<file path="config.mk">
export PLATFORM = sky130hd
export DESIGN_NAME = mmio_router
export DESIGN_NICKNAME = d
export VERILOG_FILES = /design/src/rtl/mmio_router.sv
export SDC_FILE = /design/constraint.sdc
export NUM_CORES = 1
export LEC_CHECK = 0
export ABC_AREA = 1
export CAP_MARGIN = 20
export CORE_MARGIN = 8
export CORE_UTILIZATION = 42
export CTS_CLUSTER_SIZE = 14
export DETAILED_ROUTE_END_ITERATION = 10
export GPL_TIMING_DRIVEN = 1
export HOLD_SLACK_MARGIN = 0.08
export PLACE_DENSITY = 0.87
export SYNTH_ARGS = -nofsm -noshare
export SYNTH_HDL_FRONTEND = slang
export SYNTH_SLANG_ARGS = --single-unit
</file>
<file path="constraint.sdc">
create_clock -name cpu_clk -period 4.8 [get_ports cpu_clk]
set_input_delay 0.96 -clock cpu_clk [delete_from_list [all_inputs] [get_ports cpu_clk]]
set_output_delay 0.96 -clock cpu_clk [all_outputs]
set_load 0.02 [all_outputs]
</file>
<file path="src/rtl/mmio_router.sv">
// mmio_router: routes CPU MMIO requests to NSLV slave windows or to
// the default (SDRAM) port through a five-state handshake FSM.
//
// Optional feature macro: MMIO_TIMEOUT_EN (WAIT timeout + sticky err).
//
// Ports:
//   cpu_clk, rst_in      clock, async active-low reset
//   m_addr/m_wdata       CPU address / write data
//   m_rd/m_wr/m_instr    CPU request levels, instruction-fetch flag
//   m_rdata/m_ready      registered read data, one-cycle completion
//   m_busy               high whenever the FSM is not idle
//   s_sel/s_rd/s_wr      one-hot slave select, one-cycle strobes
//   s_rd_done            one-cycle read-consumed pulse per slave
//   s_addr/s_wdata       window offset / latched write data
//   s_rdata/s_ready      packed slave read data / slave ready
//   d_rd/d_wr/d_addr     default port levels / address
//   d_rdata/d_ready      default port read data / ready
//   err/err_addr/err_clr sticky timeout flag, first timeout address, clear
module mmio_router #(
  parameter int ADDR_W = 20,
  parameter int DATA_W = 16,
  parameter int NSLV = 4,
  parameter logic [NSLV*ADDR_W-1:0] SLV_BASE =
    {20'h01000, 20'h00008, 20'h00004, 20'h00000},
  parameter logic [NSLV*ADDR_W-1:0] SLV_MASK =
    {20'hFF000, 20'hFFFFC, 20'hFFFFE, 20'hFFFFC},
  parameter int TMO_CYC = 255
) (
  input  logic                   cpu_clk,
  input  logic                   rst_in,
  input  logic [ADDR_W-1:0]      m_addr,
  input  logic [DATA_W-1:0]      m_wdata,
  input  logic                   m_rd,
  input  logic                   m_wr,
  input  logic                   m_instr,
  output logic [DATA_W-1:0]      m_rdata,
  output logic                   m_ready,
  output logic                   m_busy,
  output logic [NSLV-1:0]        s_sel,
  output logic                   s_rd,
  output logic                   s_wr,
  output logic [NSLV-1:0]        s_rd_done,
  output logic [ADDR_W-1:0]      s_addr,
  output logic [DATA_W-1:0]      s_wdata,
  input  logic [NSLV*DATA_W-1:0] s_rdata,
  input  logic [NSLV-1:0]        s_ready,
  output logic                   d_rd,
  output logic                   d_wr,
  output logic [ADDR_W-1:0]      d_addr,
  input  logic [DATA_W-1:0]      d_rdata,
  input  logic                   d_ready,
  output logic                   err,
  output logic [ADDR_W-1:0]      err_addr,
  input  logic                   err_clr
);

  localparam int IW = (NSLV > 1) ? $clog2(NSLV) : 1;

  typedef enum logic [2:0] {
    IDLE   = 3'd0,
    STROBE = 3'd1,
    WAIT   = 3'd2,
    DONE   = 3'd3,
    DRAIN  = 3'd4
  } state_t;

  state_t state;

  logic          lat_wr;
  logic          lat_slv;
  logic [IW-1:0] lat_idx;

  logic              dec_hit;
  logic [IW-1:0]     dec_idx;
  logic [NSLV-1:0]   dec_oh;
  logic [ADDR_W-1:0] dec_off;

  logic              tgt_ready;
  logic [DATA_W-1:0] tgt_rdata;
  logic              tmo_hit;

  // Descending scan so the lowest matching window is the last writer.
  always_comb begin
    dec_hit = 1'b0;
    dec_idx = '0;
    dec_oh  = '0;
    dec_off = '0;
    for (int i = NSLV - 1; i >= 0; i--) begin
      if ((m_addr & SLV_MASK[i*ADDR_W +: ADDR_W])
          == SLV_BASE[i*ADDR_W +: ADDR_W]) begin
        dec_hit    = 1'b1;
        dec_idx    = IW'(i);
        dec_oh     = '0;
        dec_oh[i]  = 1'b1;
        dec_off    = m_addr & ~SLV_MASK[i*ADDR_W +: ADDR_W];
      end
    end
    // Instruction fetches always go to the default port.
    if (m_instr) begin
      dec_hit = 1'b0;
      dec_oh  = '0;
      dec_off = '0;
    end
  end

  always_comb begin
    tgt_ready = d_ready;
    tgt_rdata = d_rdata;
    if (lat_slv) begin
      tgt_ready = 1'b0;
      tgt_rdata = '0;
      for (int i = 0; i < NSLV; i++) begin
        if (lat_idx == IW'(i)) begin
          tgt_ready = s_ready[i];
          tgt_rdata = s_rdata[i*DATA_W +: DATA_W];
        end
      end
    end
  end

`ifdef MMIO_TIMEOUT_EN
  logic [15:0] tmo_cnt;

  assign tmo_hit = (state == WAIT) && !tgt_ready &&
                   (tmo_cnt == 16'(TMO_CYC - 1));

  always_ff @(posedge cpu_clk or negedge rst_in) begin
    if (!rst_in) begin
      tmo_cnt  <= '0;
      err      <= 1'b0;
      err_addr <= '0;
    end else begin
      if (state == WAIT && !tgt_ready) begin
        tmo_cnt <= tmo_cnt + 16'd1;
      end else begin
        tmo_cnt <= '0;
      end
      // A clear in the same cycle as a timeout re-arms the capture.
      if (tmo_hit) begin
        err <= 1'b1;
        if (!err || err_clr) begin
          err_addr <= d_addr;
        end
      end else if (err_clr) begin
        err <= 1'b0;
      end
    end
  end
`else
  logic unused_clr;

  assign unused_clr = err_clr;
  assign tmo_hit    = 1'b0;
  assign err        = 1'b0;
  assign err_addr   = '0;
`endif

  always_ff @(posedge cpu_clk or negedge rst_in) begin
    if (!rst_in) begin
      state     <= IDLE;
      lat_wr    <= 1'b0;
      lat_slv   <= 1'b0;
      lat_idx   <= '0;
      m_rdata   <= '0;
      m_ready   <= 1'b0;
      m_busy    <= 1'b0;
      s_sel     <= '0;
      s_rd      <= 1'b0;
      s_wr      <= 1'b0;
      s_rd_done <= '0;
      s_addr    <= '0;
      s_wdata   <= '0;
      d_rd      <= 1'b0;
      d_wr      <= 1'b0;
      d_addr    <= '0;
    end else begin
      m_ready   <= 1'b0;
      s_rd      <= 1'b0;
      s_wr      <= 1'b0;
      s_rd_done <= '0;
      unique case (state)
        IDLE: begin
          if (m_rd || m_wr) begin
            state   <= STROBE;
            m_busy  <= 1'b1;
            lat_wr  <= m_wr;
            lat_slv <= dec_hit;
            lat_idx <= dec_idx;
            d_addr  <= m_addr;
            s_wdata <= m_wdata;
            s_addr  <= dec_off;
            if (dec_hit) begin
              s_sel <= dec_oh;
              s_rd  <= !m_wr;
              s_wr  <= m_wr;
            end else begin
              d_rd  <= !m_wr;
              d_wr  <= m_wr;
            end
          end
        end
        STROBE: begin
          state <= WAIT;
        end
        WAIT: begin
          if (tgt_ready || tmo_hit) begin
            state   <= DONE;
            m_ready <= 1'b1;
            d_rd    <= 1'b0;
            d_wr    <= 1'b0;
            if (!lat_wr) begin
              m_rdata <= tgt_ready ? tgt_rdata : '1;
            end
            if (lat_slv && !lat_wr && tgt_ready) begin
              s_rd_done <= s_sel;
            end
          end
        end
        DONE: begin
          state <= DRAIN;
          s_sel <= '0;
        end
        DRAIN: begin
          if (!m_rd && !m_wr) begin
            state  <= IDLE;
            m_busy <= 1'b0;
          end
        end
        default: begin
          state <= IDLE;
        end
      endcase
    end
  end

endmodule
</file>
### After elaboration in Yosys (flattened, before gate mapping)

Index checks and enable logic that the tools add are counted.

* equal/unequal tests: 15
* mux-type cells: 57
* bitwise logic cells: 1
* reduce and logical (&&, ||, !) cells: 19

Operators by type and width (count)
* 2-to-1 mux 16 bit: 5
* 2-to-1 mux 20 bit: 2
* 2-to-1 mux 4 bit: 10
* 2-to-1 mux 12 bit: 3
* 2-to-1 mux 1 bit: 25
* logical NOT 20 bit: 1
* equality test 19 x 2 -> 1 bit (second input constant): 1
* equality test 18 x 2 -> 1 bit (second input constant): 1
* case mux 3 bit (5 select lines): 1
* AND reduction 3 bit: 4
* != test 2 bit (second input constant): 5
* 2-to-1 mux 3 bit: 3
* equality test 8 x 1 -> 1 bit (second input constant): 1
* 2-to-1 mux 2 bit: 4
* case mux 4 bit (2 select lines): 1
* equality test 3 x 2 -> 1 bit (second input constant): 2
* case mux 1 bit (2 select lines): 3
* nonzero test 2 bit: 3
* equality test 2 bit (second input constant): 2
* AND reduction 4 bit: 1
* equality test 3 x 1 -> 1 bit (second input constant): 1
* equality test 3 bit (second input constant): 1
* logical AND 1 bit: 3
* logical NOT 1 bit: 3
* other kinds (6): 6

* register bits after elaboration: 93
* bits of input ports: 127
* output and inout bits: 107
* word-level logic and storage cells: 108

### Logic depth before layout (Yosys ltp)

* word-level depth: 10
* mapped depth: 12
* gate-level depth less buffers: 11

### Worst setup path after synthesis

OpenSTA, ideal clock, no wires.

* path kind: input -> register
* start: input port m_addr[17]
* end: register s_sel[0]
* library setup time: 0.117 ns
* arrival: 2.068 ns
* path slack: 2.615 ns
* stages: 10
* buffers on the path: 0
* cell sequence: nor2_1 -> nand2_1 -> nor2_1 -> nand3_1 -> nand3_1 -> nand2_1 -> nand2_1 -> nand2_1 -> nand2_1 -> nand2_1

* word-level cells in the longest chain between the ends: 8

Ends and longest elaborated chain
* start, declared: line 31 `input logic [ADDR_W-1:0] m_addr,`
* equality test 18 x 2 -> 1 bit or equality test 8 x 1 -> 1 bit (tied branches): line 90 `== SLV_BASE[i*ADDR_W +: ADDR_W]) begin`
* 2-to-1 mux 4 bit or 2-to-1 mux 1 bit (tied branches) (3 in a row): line 89 `if ((m_addr & SLV_MASK[i*ADDR_W +: ADDR_W])`
* 2-to-1 mux 4 bit or 2-to-1 mux 1 bit (tied branches): line 99, 89
* 2-to-1 mux 4 bit or 2-to-1 mux 1 bit (tied branches): line 192, 99
* 2-to-1 mux 4 bit or != test 2 bit (tied branches)
* case mux 4 bit (2 select lines) or AND reduction 3 bit (tied branches)
* end signal, assigned: line 193 `s_sel <= dec_oh;`
* end, declared: line 39 `output logic [NSLV-1:0] s_sel,`

Several ways; a longest one is shown, not always the timed one. The select of a mux whose other input is x is not followed.
A chain may end at the register's enable or synchronous reset.

### Worst setup path after layout

* start: register lat_idx[0]
* end: register m_rdata[6]

* word-level cells in the longest chain between the ends: 7

Ends and longest elaborated chain
* start, declared: line 71 `logic [IW-1:0] lat_idx;`
* start signal, assigned: line 188 `lat_idx <= dec_idx;`
* logical NOT 2 bit: line 113 `if (lat_idx == IW'(i)) begin`
* 2-to-1 mux 1 bit (4 in a row): line 113
* 2-to-1 mux 1 bit: line 109 `if (lat_slv) begin`
* AND reduction 3 bit (no source line)
* end signal, assigned: line 212 `m_rdata <= tgt_ready ? tgt_rdata : '1;`
* end, declared: line 36 `output logic [DATA_W-1:0] m_rdata,`

Several ways; a longest one is shown, not always the timed one.

==> impl_metrics.yaml <==
outcome:
  run_status: "completed"
sta:
  unrepaired_setup_endpoints_after_global_routing: "no"
  layout_worst_path_cycle_share: 0.5883
  worst_slack_ps: 1976
  setup_violations: 0
  worst_clock_skew_ps: 11.23
  holdWs_ps: 472.3
  final.setup.tns_ps: 0
  final_max_slew_viol_count: 0
  final.min_clock_period_ps: 2824
  max_freq_ghz: 0.3541
  hold_vio_cnt_final: 0
  worst_slew_pin_slew_ps: 943.0
  max_slew_margin: 0.3675
setup_path:
  crit-reg2reg-launch: "lat_idx[0]"
  endpoint_kind: "flip-flop"
  path_class: "flip-flop to flip-flop"
  ff_to_ff_end: "m_rdata[6]"
  r2r.worst_path.cells: 10
  slowest_delay_ps: 770
  timing.critical_path.max_delay_family: "simple AND/OR/NAND/NOR gates"
  worst-endpoint-required_ps: 5010
  cp-start-kind: "flip-flop"
  crit_path_cell_trace: "nor2_2 > nand2_1 > nand3_1 > nand2_1 > nand2_1 > nand2_2 > nor2_4 > inv_2 > nand2_1 > o21ai_0"
  signal_arrival_time_at_the_worst_endpoint_ps: 3030
  reg2reg_slack_ps: 1980
  crit_cells: 10
  cp_common_cell: "sky130_fd_sc_hd__nand2_1"
  timing.critical_path.slowest_stage_cell: "sky130_fd_sc_hd__nor2_2"
  worstPathMaxFanout: 27
  critical_path.n_buffers_inverters: 1
placed_design:
  finalWeightedCongestion: 0.9104
  placed_cells: 845
  dp_hpwl_um: 11560
  numPortBuffers: 203
  dp_slack_ps: 1869
grt:
  global_route_wire_length_before_repair_um: 23020
  antenna_found_initial: 3
  grt_use_met3: 0.07973
  met2_usage: 0.3853
  total_global_routing_overflow: 0
  grt_pass1_vias: 4480
  grt_util_met1: 0.2323
  grt_busiest_layer: "met2"
  globalRouteTotalUtil: 0.2208
  pin_count_of_the_biggest_net_entering_global_routing: 86
drt:
  drt-vias-per-instance: 4.995
  drt_wl_total_um: 15220
  postRouteAntennaNets: 0
  drtIter0Drc: 279
  wl_per_cell_um: 17.59
  drt_first_pass_iters: 7
  num_vias: 4321
  drt_drc_violations_left: 0
cells_and_area:
  final_net_count: 851
  layout.cells.non_filler: 865
  flow.area_growth_from_synthesis_pct: 53.23
  post_route_cells_drive_above_1_share: 0.03984
  most-common-layout-cells: "sky130_fd_sc_hd__nand2_1 (230), sky130_fd_sc_hd__clkdlybuf4s50_1 (202), sky130_fd_sc_hd__dfrtp_1 (85)"
  layout.cells.most_common: "sky130_fd_sc_hd__nand2_1"
clock_tree:
  tritoncts: "yes"
  cts_hold_buffers: 0
  postCtsSetupBuffers: 0
  cts_buffers: 9
  clkLatencyLatePin_ps: 360
  htreeDepth: 3
  clock-root-buffer: "sky130_fd_sc_hd__clkbuf_8"
  clock_sink_count: 85
  cts-root-to-sink-buffers: 2
  path_clk_slew_ps: 80
  cts_repair_resize_count: 0
pwr:
  power_density_nw_per_um2: 481.4
  power_mw: 3.076
  cellLeakagePower_nw: 2.962
  ir_drop_worst_case_vdd_mv: 0.3312
synth:
  synth_edf_count: 0
  netlist_instances: 530
  mappedNetlistArea_sq_um: 4170
  ys.flop_type: "sky130_fd_sc_hd__dfrtp_1"
  synthesis.area_per_instance_sq_um: 7.868
  synth-seq-area-share: 0.5101
  synthesis.yosys.warnings: 0
  synth_async_reset_ratio: 1.000
  synth.area.top_cells: "sky130_fd_sc_hd__dfrtp_1 (51%), sky130_fd_sc_hd__nand2_1 (21%), sky130_fd_sc_hd__buf_4 (5.6%)"
  synth_top_cell_by_area: "sky130_fd_sc_hd__dfrtp_1"
  ys_types: 25
  synth.ff_latch_count: 85
  yosys.area.top_type_share: 0.5101
floorplan:
  core_area_sq_um: 9729
  std_cell_rows: 36
  start_util: 0.4286
  die_width_um: 115.6
  ioPinCount: 234
  die_area_sq_um: 13370
  die_height_um: 115.6
worst_hold_path:
  min-delay-path-class: "flip-flop to flip-flop"
  hold-path-cell-count: 2
  hp-start: "d_addr[13]"
  end_of_the_worst_hold_path: "d_addr[13]"
flow_run:
  drv.max_cap_violation_count: 0
==> cell type report <==
cell class | count | area [sq um]
Timing Repair Buffer | 205 | 2064
Inverter | 21 | 78.83
Clock inverter | 5 | 61.31
Fill cell | 801 | 3339
Multi-Input combinational cell | 402 | 1754
Antenna cell | 4 | 10.01
Clock buffer | 10 | 127.6
Tap cell | 133 | 166.4
Sequential cell | 85 | 2127
==> worst min-delay path: stages, from the launching register on <==
cell and delay, ps:
sky130_fd_sc_hd__dfrtp_1 350, sky130_fd_sc_hd__nand2_1 50, sky130_fd_sc_hd__nand2_1 50
==> cells in the mapped netlist (2+ instances only) <==
cell type                    n
sky130_fd_sc_hd__buf_6       2
sky130_fd_sc_hd__nor3b_1     2
sky130_fd_sc_hd__clkbuf_1   14
sky130_fd_sc_hd__o21ai_2     4
sky130_fd_sc_hd__nor2_1     36
sky130_fd_sc_hd__dfrtp_1    85
sky130_fd_sc_hd__buf_2       3
sky130_fd_sc_hd__a21oi_1    13
sky130_fd_sc_hd__a221oi_1    5
sky130_fd_sc_hd__nor2_4      2
sky130_fd_sc_hd__nand4_1     3
sky130_fd_sc_hd__buf_4      31
sky130_fd_sc_hd__nand2_1   230
sky130_fd_sc_hd__a41oi_1    11
sky130_fd_sc_hd__nand3_1    32
sky130_fd_sc_hd__inv_2       3
sky130_fd_sc_hd__o21ai_0    30
sky130_fd_sc_hd__inv_1      17
==> worst max-delay path by stage <==
stage	slack [ps]	end	start
3_3_place_gp	1930	s_sel[0]	m_addr[16]
2_1_floorplan	2610	s_sel[0]	m_addr[17]
6_report	1980	m_rdata[6]	lat_idx[0]
4_1_cts	2020	m_rdata[15]	lat_idx[0]
5_1_grt	1780	m_rdata[15]	lat_idx[0]
3_5_place_dp	1870	s_sel[2]	m_addr[19]
==> cells by family (layout without fill, tap and decap cells) <==
kind of cell,after synthesis,in the layout,share of synthesized area
simple gates,308,308,0.2955
other cells,1,33,0.0008992
compound gates,65,65,0.09721
buf+inv,71,241,0.09631
flops,85,85,0.5101
==> sequential cells by signal (all words and copies together) (netlist names) <==
name	flops
m_rdata	16
s_sel	4
s_addr	12
s_wr	1
state	3
s_rd	1
lat_wr	1
m_busy	1
lat_slv	1
m_ready	1
s_wdata	16
lat_idx	2
s_rd_done	4
d_addr	20
d_wr	1
d_rd	1
==> metal layers <==
metal  vias to the layer above  share of wire
met4                         0          0.029
met5                         -              0
met3                        28           0.11
met1                      2044           0.37
met2                       215           0.49
li1                       2034              -
==> report_power, final <==
part	switching, mW	leakage (nW)	internal [mW]
Sequential	0.138	1.10	0.961
Combinational	0.853	1.78	0.628
Clock	0.257	0.0850	0.240
Total	1.25	2.96	1.83
==> metrics by stage <==
| step | area, sq um | utilization |
|---|---|---|
| global route | 6390 | 0.6568 |
| floorplan | 4275 | - |
| global placement | 6163 | 0.6335 |
| CTS | 6352 | 0.6529 |
| detailed placement | 6163 | 0.6335 |
| finish | 6390 | 0.6568 |
Note: power is estimated with default switching activity, not from simulation.
